### config.mk
export PLATFORM = sky130hd
export DESIGN_NAME = regfile_mp
export DESIGN_NICKNAME = d
export VERILOG_FILES = /design/src/rtl/regfile_mp.sv
export SDC_FILE = /design/constraint.sdc
export NUM_CORES = 2
export LEC_CHECK = 0
export CELL_PAD_IN_SITES_DETAIL_PLACEMENT = 1
export CELL_PAD_IN_SITES_GLOBAL_PLACEMENT = 1
export CORE_UTILIZATION = 45
export CTS_CLUSTER_SIZE = 24
export DETAILED_ROUTE_END_ITERATION = 8
export GPL_ROUTABILITY_DRIVEN = 0
export GPL_TIMING_DRIVEN = 0
export PLACE_DENSITY = 0.7
export SYNTH_ARGS = -nofsm -noshare
export SYNTH_HDL_FRONTEND = slang
export SYNTH_SLANG_ARGS = --single-unit
### constraint.sdc
create_clock -name clk -period 2.7 [get_ports clk]
set_clock_uncertainty 0.2 [all_clocks]
set_input_delay 0.54 -clock clk [delete_from_list [all_inputs] [get_ports clk]]
set_output_delay 0.54 -clock clk [all_outputs]
set_load 0.05 [all_outputs]
### src/rtl/regfile_mp.sv
//------------------------------------------------------------------------------
// regfile_mp : multi-read-port register file, registered reads, optional zero reg
// Optional feature macro: REGFILE_BYPASS_EN (write-first forwarding)
// Revision   : 1.0
//------------------------------------------------------------------------------
`default_nettype none

module regfile_mp #(
  parameter int WIDTH    = 64,
  parameter int DEPTH    = 32,
  parameter int NRD      = 2,
  parameter int ZERO_REG = 1
) (
  input  logic                       clk,
  input  logic                       reset_n,
  input  logic                       wr_en,
  input  logic [$clog2(DEPTH)-1:0]   wr_addr,
  input  logic [WIDTH-1:0]           wr_data,
  input  logic [NRD-1:0]             rd_en,
  input  logic [NRD*$clog2(DEPTH)-1:0] rd_addr,
  output logic [NRD*WIDTH-1:0]       rd_data,
  output logic [NRD-1:0]             rd_valid
);

  localparam int AW = $clog2(DEPTH);
  localparam logic [AW-1:0] C_ZERO_ADDR = AW'(DEPTH - 1);

  logic [WIDTH-1:0] r_regs [DEPTH];
  logic             w_wr_ok;

  assign w_wr_ok = wr_en && !((ZERO_REG != 0) && (wr_addr == C_ZERO_ADDR));

  always_ff @(posedge clk or negedge reset_n) begin
    if (!reset_n) begin
      for (int i = 0; i < DEPTH; i++) begin
        r_regs[i] <= '0;
      end
    end else if (w_wr_ok) begin
      r_regs[wr_addr] <= wr_data;
    end
  end

  for (genvar p = 0; p < NRD; p++) begin : g_rd
    logic [AW-1:0]    w_addr;
    logic [WIDTH-1:0] w_rdval;
    logic [WIDTH-1:0] r_data;
    logic             r_valid;

    assign w_addr = rd_addr[p*AW +: AW];

    // Binary mux tree: level AW holds the registers, level 0 the selected word;
    // level d picks between sibling pairs using address bit AW-1-d.
    for (genvar d = 0; d <= AW; d++) begin : g_lvl
      logic [WIDTH-1:0] w_lvl [0:(1<<d)-1];
      if (d == AW) begin : g_leaf
        for (genvar k = 0; k < DEPTH; k++) begin : g_k
          if ((ZERO_REG != 0) && (k == DEPTH - 1)) begin : g_zero
            assign w_lvl[k] = '0;
          end else begin : g_reg
            assign w_lvl[k] = r_regs[k];
          end
        end
      end else begin : g_node
        for (genvar j = 0; j < (1 << d); j++) begin : g_j
          assign w_lvl[j] = w_addr[AW-1-d] ? g_lvl[d+1].w_lvl[2*j+1]
                                           : g_lvl[d+1].w_lvl[2*j];
        end
      end
    end

`ifdef REGFILE_BYPASS_EN
    // The zero register never forwards since its write is discarded anyway.
    assign w_rdval = (w_wr_ok && (wr_addr == w_addr)) ? wr_data : g_lvl[0].w_lvl[0];
`else
    assign w_rdval = g_lvl[0].w_lvl[0];
`endif

    always_ff @(posedge clk or negedge reset_n) begin
      if (!reset_n) begin
        r_data  <= '0;
        r_valid <= 1'b0;
      end else begin
        r_valid <= rd_en[p];
        if (rd_en[p]) begin
          r_data <= w_rdval;
        end
      end
    end

    assign rd_data[p*WIDTH +: WIDTH] = r_data;
    assign rd_valid[p]               = r_valid;
  end

endmodule

`default_nettype wire

-- Word level (Yosys, flattened, before mapping)
Cells that the tools add are included.
- input port bits: 84
- output and inout port bits: 130
- register bits after elaboration: 2178
- logic and storage cells: 108
- multiplexer cells: 65
- order comparisons: 2
- equal/unequal tests: 1
- bitwise logic cells: 1
- reduce and logical (&&, ||, !) cells: 3
- operator list (cell ; number):
    64-bit 2-to-1 mux ; 63
    2048-bit bitwise mux ; 1
    64-bit demux with 5-bit select ; 1
    6-bit greater-or-equal comparator (second input constant) ; 1
    6-bit by 1-bit less-than comparator with 1-bit output (second input constant) ; 1
    5-bit inverter with 6-bit output ; 1
    5-bit == test (second input constant) ; 1
    1-bit logical AND ; 2
    1-bit logical NOT ; 1

-- Depth between registers and ports, before layout
- word-level depth: 6
- gate-level depth with buffers: 9
- depth with buffers taken out: 4

-- Worst setup path after synthesis
Ideal clock, no wire load.
- path type: input to register
- start: input rd_addr[1]
- end: register g_rd[0].r_data[13]
- data arrival time: 2.081 ns
- cell stages on the path: 7
- setup slack: 0.272 ns
- data required time: 2.353 ns
- setup time: 0.147 ns
- path buffers: 4
- cell sequence: buf_4 -> buf_6 -> buf_6 -> clkbuf_1 -> mux4_2 -> a2111oi_0 -> a311oi_1
- longest elaborated chain between the ends: 4
- elaborated cells between the ends (all ways): 15
- those cells by class: mux (15)
- ends and longest elaborated chain (item ; RTL line ; source):
    start: declaration ; 20 ; input logic [NRD*$clog2(DEPTH)-1:0] rd_addr,
    64-bit 2-to-1 mux (3 in series) ; 65 ; assign w_lvl[j] = w_addr[AW-1-d] ? g_lvl[d+1].w_lvl[2*j+1]
    64-bit 2-to-1 mux (*) ; 65 ;
    end signal: assignment ; 85 ; r_data <= w_rdval;
    end: declaration ; 46 ; logic [WIDTH-1:0] r_data;
Mark *: on every way between the ends. The rest lies on a longest branch, timed or not.
A chain may end at the register's enable or synchronous reset.

-- Worst setup path after layout
- start: input rd_addr[8]
- end: register g_rd[1].r_data[61]
- longest elaborated chain between the ends: 2
- elaborated cells between the ends (all ways): 3
- those cells by class: mux (3)
- ends and longest elaborated chain (item ; RTL line):
    64-bit 2-to-1 mux ; 65
    64-bit 2-to-1 mux (*) ; 65
    end signal: assignment ; 85
    end: declaration ; 46
Marked as above.

==> flow_metrics.env <==
export IMPL_status="finished with violations"
export IMPL_violations="hold timing, setup timing"
export IMPL_r2r_slack_ns=0.42
export IMPL_synth_area_um2=109600
export IMPL_cts_buffers=230
export IMPL_wl_per_cell_um=38.97
export IMPL_hold_slack_ns=-0.2593
export IMPL_nets=8303
export IMPL_synth_top_flop_cell="dfrtp_1"
export IMPL_grt_use_total_pct=37.03
export IMPL_setup_ws_ns=-0.1828
export IMPL_hold_path_class="input pin to asynchronous set/reset pin"
export IMPL_die_w_um=495.5
export IMPL_required_ns=3.24
export IMPL_async_flop_share_pct=100.0
export IMPL_clockRootBuffer="clkbuf_16"
export IMPL_drive_above_1_share_pct=43.59
export IMPL_r2r_start="g_rd[0].g_lvl[5].w_lvl[1539]"
export IMPL_period_needed_ns=2.883
export IMPL_syn_nets=7780
export IMPL_grt_pass1_vias=83000
export IMPL_path_max_fanout=11
export IMPL_coreArea_um2=241200
export IMPL_area_growth_synth_to_final_pct=15.11
export IMPL_p_total_uw=96650
export IMPL_critPathArrivalTime_ns=3.42
export IMPL_worstReg2RegEnd="g_rd[0].r_data[3]"
export IMPL_seq_power_share_pct=44.5
export IMPL_via_per_inst=6.850
export IMPL_dr_pass1_iters=5
export IMPL_yosys_warnings=0
export IMPL_synth_seq_area_share_pct=48.27
export IMPL_worstSetupPathType="input pin to flop"
export IMPL_fin_setup_tns_ns=-1.662
export IMPL_n_fill_cell=23303
export IMPL_synth_enable_flop_cells=0
export IMPL_powerDensity_nw_per_um2=766.2
export IMPL_ys_seq_elements=2114
export IMPL_grt_pass1_wl_um=642000
export IMPL_syn_inst=7696
export IMPL_comb_power_share_pct=20.9
export IMPL_antenna_found_initial=47
export IMPL_num_rows=180
export IMPL_crit_chain="buf_4 -> buf_4 -> buf_2 -> nand2_4 -> clkbuf_2 -> o221ai_1 -> o32ai_1"
export IMPL_insertion_delay_ns=0.92
export IMPL_drc=0
export IMPL_slew_headroom_pct=20.85
export IMPL_synthDistinctLibCells=52
export IMPL_path_depth=7
export IMPL_crit_family="buffers and inverters"
export IMPL_clk_path_buf_depth=3
export IMPL_ant_nets=0
export IMPL_start_kind="input pin"
export IMPL_post_dp_cell_area_um2=116700
export IMPL_cpPeakStageDelay_ns=0.57
export IMPL_wl_um=454400
export IMPL_ctsHoldBuffers=7
export IMPL_slew_violations=0
export IMPL_clock_sinks=2114
export IMPL_drtIter0Drc=8662
export IMPL_grt_ovfl_total=0
export IMPL_ir_drop_mv=0.6083
export IMPL_worstMarginPinSlew_ns=1.187
export IMPL_fmax_mhz=346.9
export IMPL_p_sw_uw=29310
export IMPL_dieArea_um2=245500
export IMPL_vias=79882
export IMPL_cts_tree="built"
export IMPL_port_buffers=206
export IMPL_cp_end_kind="flop"
export IMPL_final_cell_area_um2=126200
export IMPL_clkTransAtPathRegs_ns=0.06
export IMPL_worstRegToRegCells=4
export IMPL_fin_crit_sh_pct=106.8
export IMPL_worst_path_buf_inv=4
export IMPL_power_leakage_uw=0.05496
export IMPL_switching_share_pct=30.32
export IMPL_hold_viol_final=477
export IMPL_fin_util_pct=52.30
export IMPL_pwr_share_clk_pct=34.6
export IMPL_maxCapViolCount=0
export IMPL_critPathSlowestCell="buf_2"
export IMPL_dieHeight_um=495.5
export IMPL_start_util_pct=45.44
export IMPL_finalSetupViolations=41
export IMPL_htreeDepth=4
export IMPL_dp_hpwl_um=323800
export IMPL_io_pins=214
export IMPL_internal_power_uw=67350
export IMPL_grt_max_degree=179
export IMPL_cpMostUsedCell="buf_4"
export IMPL_syn_area_per_cell_um2=14.24
[registers in the layout, summed over array words and instances, names as in the netlist]
signal / cells
g_rd.g_lvl.w_lvl: 1984
g_rd.r_data: 128
g_rd.r_valid: 2
[cell type report]
class	count	area (um2)	share of cell area [%]
clock inverter	85	945.9	0.7498
buffer	824	4476	3.548
inverter	126	473.0	0.3749
clock buffer	345	6915	5.482
timing repair buffer	298	3516	2.787
sequential	2114	52900	41.94
multi-input combinational	4625	52790	41.84
tap	3185	3985	3.159
antenna	60	150.1	0.1190
[worst register-to-register path, delay by kind of cell, from the launching register on]
| family | cells | cell delay [ns] |
|---|---|---|
| AO/OA/AOI/OAI | 3 | 1.05 |
| flip-flops | 1 | 0.39 |
| multiplexers | 1 | 0.47 |
[cell families after synthesis]
logic type,count (synthesis),share of synthesized area [%]
multiplexers,3198,38.75
AND/OR/NAND/NOR,530,2.208
flip-flops,2114,48.27
AO/OA/AOI/OAI,897,6.653
buffers and inverters,957,4.115
[power by group through the flow]
| stage | Clock [uW] | Combinational, uW | Sequential (uW) |
|---|---|---|---|
| final | 33400 | 20200 | 43100 |
| after global routing | 34700 | 21100 | 43700 |
| after CTS | 33500 | 19900 | 42800 |
| after detailed placement | 0 | 19600 | 43200 |
| after global placement | 0 | 18400 | 43000 |
| after floorplan | 0 | 13000 | 42200 |
[Yosys cell counts, types with 24 or more instances]
cell / instances / area share [%]
dfrtp_1: 2114 / 48
mux2_2: 1865 / 19
mux4_2: 644 / 13
mux2i_1: 633 / 5.8
clkbuf_1: 385 / 1.3
buf_2: 298 / 1.4
nand2_1: 266 / 0.91
o221ai_1: 189 / 1.5
nor2_1: 131 / 0.45
o22ai_1: 127 / 0.72
a22oi_1: 126 / 0.86
inv_1: 126 / 0.43
buf_4: 102 / 0.70
o21ai_0: 66 / 0.30
o211ai_1: 65 / 0.45
a22o_1: 64 / 0.51
a311oi_1: 64 / 0.51
nand4_1: 62 / 0.35
o22a_1: 62 / 0.50
o32ai_1: 62 / 0.50
mux2_1: 56 / 0.58
a2111oi_2: 40 / 0.55
buf_1: 26 / 0.089
a2111oi_0: 24 / 0.19
[cells in the final DEF (no fill, tap or decap), types with 13 or more instances in the layout]
| cell type | n |
|---|---|
| a2111oi_2 | 39 |
| a2111oi_4 | 24 |
| a22o_1 | 64 |
| a22oi_1 | 126 |
| a311oi_1 | 64 |
| buf_12 | 26 |
| buf_16 | 26 |
| buf_2 | 273 |
| buf_4 | 150 |
| buf_6 | 30 |
| bufinv_16 | 17 |
| clkbuf_1 | 312 |
| clkbuf_16 | 238 |
| clkbuf_2 | 89 |
| clkbuf_4 | 37 |
| clkbuf_8 | 62 |
| clkdlybuf4s15_2 | 18 |
| clkdlybuf4s50_1 | 69 |
| clkinv_2 | 51 |
| dfrtp_1 | 2111 |
| diode_2 | 60 |
| dlygate4sd2_1 | 101 |
| inv_1 | 126 |
| mux2_1 | 56 |
| mux2_2 | 1865 |
| mux2i_1 | 633 |
| mux4_2 | 644 |
| nand2_1 | 256 |
| nand4_1 | 62 |
| nor2_1 | 122 |
| nor2_4 | 13 |
| o211ai_1 | 65 |
| o21ai_0 | 66 |
| o221ai_1 | 188 |
| o22a_1 | 61 |
| o22ai_1 | 127 |
| o32ai_1 | 62 |
[routing by layer]
metal	GRT usage (%)	up-vias	share of wire, %
li1	-	30702	-
met1	49.04	43297	40
met2	54.04	4690	45
met3	10.80	1165	10
met4	21.56	28	5.8
met5	0.4501	-	0.085
[stage by stage]
stage,hold WS (ns),instances,worst slack [ns]
2_1_floorplan,0.04441,7696,0.2722
3_5_place_dp,0.2447,11133,-2.539
4_1_cts,-0.2137,11589,-0.01775
3_3_place_gp,0.2811,11087,-97.03
5_1_grt,-0.1787,11620,-0.003131
6_report,-0.2593,11662,-0.1828
[what timing repair did]
item | 4_1_cts | 5_1_grt
hold endpoints to repair | 670 | 329
setup endpoints to repair | 891 | 950
cloned | 0 | 2
buffers inserted | 26 | 11
gates resized for setup | 458 | 76
pin swaps | 13 | 2
[worst max path at each step]
stage                                   end  slack (ns)       start
4_1_cts        g_rd[0].g_lvl[5].w_lvl[2018]       -0.02  wr_addr[4]
5_1_grt                  g_rd[0].r_data[11]      -0.003  rd_addr[0]
3_5_place_dp             g_rd[0].r_data[61]       -2.54  rd_addr[0]
3_3_place_gp    g_rd[0].g_lvl[5].w_lvl[102]      -97.03     reset_n
6_report                 g_rd[1].r_data[61]       -0.18  rd_addr[8]
2_1_floorplan            g_rd[0].r_data[13]        0.27  rd_addr[1]
Power figures use the tool's default switching activity.
